`src/rtl/booth_controller.sv`:
```
// Sequencing FSM for the 16-bit Booth multiplier: takes operands over valid/ready,
// strobes the datapath through load/iterate/store, and guards the iterate phase with a watchdog.
module booth_controller #(
    parameter int WIDTH_CO = 5,
    parameter int TIMEOUT  = 24
) (
    input  logic clk,
    input  logic reset,
    input  logic in_valid,
    output logic in_ready,
    output logic out_valid,
    input  logic out_ready,
    input  logic count,
    output logic load,
    output logic load_pp,
    output logic enable_a,
    output logic enable_b,
    output logic enable_pp,
    output logic load_p,
    output logic busy,
    output logic error
);

    typedef enum logic [2:0] {
        IDLE  = 3'd0,
        LOAD  = 3'd1,
        MULT  = 3'd2,
        STORE = 3'd3,
        DONE  = 3'd4
    } state_t;

    localparam logic [WIDTH_CO-1:0] LAST_ITER = WIDTH_CO'(TIMEOUT - 1);

    state_t              state;
    logic [WIDTH_CO-1:0] iter_cnt;

    // NOTE: state is updated with non-blocking assignments only, so every branch
    // below reads the pre-edge value of state and iter_cnt.
    always_ff @(posedge clk or negedge reset) begin
        if (!reset) begin
            state    <= IDLE;
            iter_cnt <= '0;
            error    <= 1'b0;
        end else begin
            case (state)
                IDLE: begin
                    if (in_valid) begin
                        state    <= LOAD;
                        iter_cnt <= '0;
                        error    <= 1'b0;
                    end
                end
                LOAD: state <= MULT;
                MULT: begin
                    iter_cnt <= iter_cnt + 1'b1;
                    if (count) begin
                        state <= STORE;
                    end else if (iter_cnt == LAST_ITER) begin
                        state <= IDLE;
                        error <= 1'b1;
                    end
                end
                STORE: state <= DONE;
                DONE: begin
                    if (out_ready) state <= IDLE;
                end
                default: state <= IDLE;
            endcase
        end
    end

    // Strobes are pure decodes of the state register, so reset forces them low at once.
    assign in_ready  = (state == IDLE);
    assign busy      = (state != IDLE);
    assign load      = (state == LOAD);
    assign load_pp   = (state == LOAD);
    assign enable_a  = (state == LOAD);
    assign enable_b  = (state == LOAD);
    assign load_p    = (state == STORE);
    assign out_valid = (state == DONE);
    // NOTE: enable_pp must see count in the same cycle; registering it would
    // let one extra Booth step slip through when the flag arrives.
    assign enable_pp = (state == MULT) && !count;

endmodule

```
`config.mk`:
```
export PLATFORM = sky130hd
export DESIGN_NAME = booth_controller
export DESIGN_NICKNAME = d
export VERILOG_FILES = /design/src/rtl/booth_controller.sv
export SDC_FILE = /design/constraint.sdc
export NUM_CORES = 1
export LEC_CHECK = 0
export BUFFER_PORTS_ARGS = -buffer_cell sky130_fd_sc_hd__buf_2
export CORE_AREA = 4 4 41 43
export CTS_CLUSTER_SIZE = 20
export DETAILED_ROUTE_END_ITERATION = 6
export DIE_AREA = 0 0 45 47
export PLACE_DENSITY = 0.68
export SLEW_MARGIN = 20
export SYNTH_ARGS = -nofsm -noshare
export SYNTH_HDL_FRONTEND = slang
export SYNTH_SLANG_ARGS = --single-unit
```
`constraint.sdc`:
```
create_clock -name clk -period 3.1 [get_ports clk]
set_input_delay 0.155 -clock clk [delete_from_list [all_inputs] [get_ports clk]]
set_output_delay 0.155 -clock clk [all_outputs]
set_load 0.02 [all_outputs]
```
==> impl_results.md <==
* Status: finished clean
* First DRT Iteration DRCs at 5
* Largest net degree at the start of global routing at 10
* CP Capture Type: output port
* Worst path cell trace: or3b_2 > nor2_1 > buf_2
* Vias in the first global route at 358
* Post-Synthesis Cells at 48
* Die area at 2115 um^2
* Worst-path clk slew at 0.06 ns
* Residual DRC at 0
* Register area share after synthesis at 45.92%
* Hold WC Path Type: in2reg
* Final period util at 55.55%
* # IOs at 15
* CTS max path bufs at 2
* Yosys top cell area share at 45.92%
* # setup viols final at 0
* Worst setup margin at 1.378 ns
* Flops & latches, synth at 9
* Multi-input logic area at 215.2 um^2
* Crit path kind: reg2out
* CP max FO at 8
* Worst-Margin Slew at 0.3968 ns
* Die X at 45 um
* Fin Hold WS at 0.1569 ns
* Maximum vdd drop at 0.0003522 V
* H-tree levels at 1
* Minimum clock period at 1.722 ns
* Starting Density at 37.69%
* Post-placement setup slack at 1.629 ns
* Mapped Nets at 54
* Worst Min Path Start: out_ready
* Final Cell Area at 573.1 um^2
* Vias per cell at 4.855
* TritonCTS clock tree: done
* CTS sink count at 9
* Yosys warns at 0
* Via count at 369
* Total Wirelength at 884 um
* Port-buffer cells at 14
* FF/Latch Area at 225.2 um^2
* First-pass GRT wire length at 1483 um
* Layout cells sized above 1 at 31.15%
* CTS buffer count at 3
* Antenna cells at 0
* Grt total ovfl at 0
* Max-cap violations at 0
* Core area at 1301 um^2
* Pleak at 0.3170 nW
* Netlist Area Pre-Place at 490.5 um^2
* P&R area growth vs syn at 16.84%
* Wire per inst at 11.63 um
* Max frequency at 580.7 MHz
* Setup crit start kind: flop
* Post-CTS Resized at 0
* Antenna viol nets, final at 0
* Power per cell area at 947.1 nW/um^2
* Nets at 68
* Commonest cells after routing, fill and taps aside: 14 x buf_2, 9 x dfrtp_1, 4 x nand3_1, 4 x nand2_1
* Worst path bufs/invs at 1
* CTS root buf: clkbuf_4
* R2r startpoint: state[0]
* Avg Cell Area, Syn at 10.22 um^2
* Final RePlAce weighted congestion at 0.7514
* Synth area leader: dfrtp_1
* Largest delay share family, worst path: simple AND/OR/NAND/NOR gates
* Setup Skew at 0.0005070 ns
* Fin Setup TNS at 0 ns
* Initial antenna violation count at 0
* Slew Limit Headroom at 73.49%
* Die height at 47 um
* RSZ-0062 raised after global routing: false
* Critical path depth in cells at 3
* Critical path required time at 2.94 ns
* Hold Violations, Final at 0
* Worst-Skew Late Latency at 0.26 ns
* DP Area at 536.8 um^2
* DP Wirelength at 674 um
* Commonest non-fill, non-tap cell in the layout: buf_2
* Slowest Stage Delay on Critical Path at 0.57 ns
* Worst setup startpoint: state[0]
* Max stage delay cell, worst path: or3b_2
* Critical path arrival at 1.57 ns
* Dominant cells by area after synthesis: dfrtp_1 46%, mux2i_1 6.1%, buf_4 4.6%
* Yosys cell types at 24
* Worst hold stages at 3
* Filler cells at 144
* Slew Viols, Final at 0
* Drt pass-1 iters at 4
* Num rows at 13
* Global-route usage over all layers at 10.14%
* R2R depth at 2
[power by group]
part	internal [mW]	switching (mW)
clock network	0.0497	0.0426
registers	0.149	0.0464
logic	0.0967	0.158
total	0.296	0.247
[timing repair]
item | CTS | global route
hold buffers | 1 | 0
setup buffers | 0 | 0
endpoints found under the hold margin | 9 | 0
[worst reg2reg max path, cell delays in order, from the launching register on]
cell     delay, ns
dfrtp_1       0.45
or4b_1        0.66
a22o_1        0.27
[cell type report]
cell class                      instances  area share (%)
Timing Repair Buffer                   15           13.97
Multi-Input combinational cell         31           37.55
Tap cell                               15           3.275
Sequential cell                         9           39.30
Inverter                                2           1.310
Clock buffer                            4           4.585
[logic make-up (layout without fill, tap and decap cells)]
group | Yosys count | count (layout) | synth area share (%)
buffers and inverters | 8 | 21 | 10.20
DFF | 9 | 9 | 45.92
and+or+nand+nor | 23 | 23 | 29.34
adders and majority gates | 1 | 1 | 2.551
muxes | 3 | 3 | 6.123
AOI/OAI and AO/OA | 4 | 4 | 5.868
[registers in the layout (all words and copies together), names as in the netlist]
signal and cells:
error 1, iter_cnt 5, state 3
[worst paths after layout]
path | to | slack [ns]
setup / recovery | enable_pp | 1.38
hold / removal | state[2] | 0.16
setup reg to reg | error | 1.61
hold reg to reg | iter_cnt[4] | 0.49
max in group asynchronous | iter_cnt[3] | 2.66
min in group asynchronous | state[0] | 0.27
[synth_stat cells (all sizes together)]
| cell type | count |
|---|---|
| buf | 5 |
| a22o | 1 |
| nor3b | 3 |
| clkbuf | 1 |
| and3b | 1 |
| nor3 | 2 |
| nand4b | 1 |
| dfrtp | 9 |
| nand3b | 2 |
| inv | 2 |
| a21o | 1 |
| nor2 | 2 |
| o21bai | 1 |
| nand3 | 4 |
| nand4 | 2 |
| mux2i | 3 |
| or4b | 1 |
| ha | 1 |
| nand2 | 4 |
| or3b | 1 |
| o21ai | 1 |
[routing by layer]
layer	wire [um]	track usage, %	share of wire, %
met1	432	12.91	49
met2	394	14.12	45
met3	57	3.831	6.4
met4	0	7.018	0
met5	0	0	0
[metrics by stage]
stage,power [mW],util [%],std cells
2_1_floorplan,0.4157,-,48
3_3_place_gp,0.4517,41.25,71
3_5_place_dp,0.4533,41.25,71
4_1_cts,0.5520,44.04,76
5_1_grt,0.5875,44.04,76
6_report,0.5428,44.04,76
(Power assumes the default switching activity.)
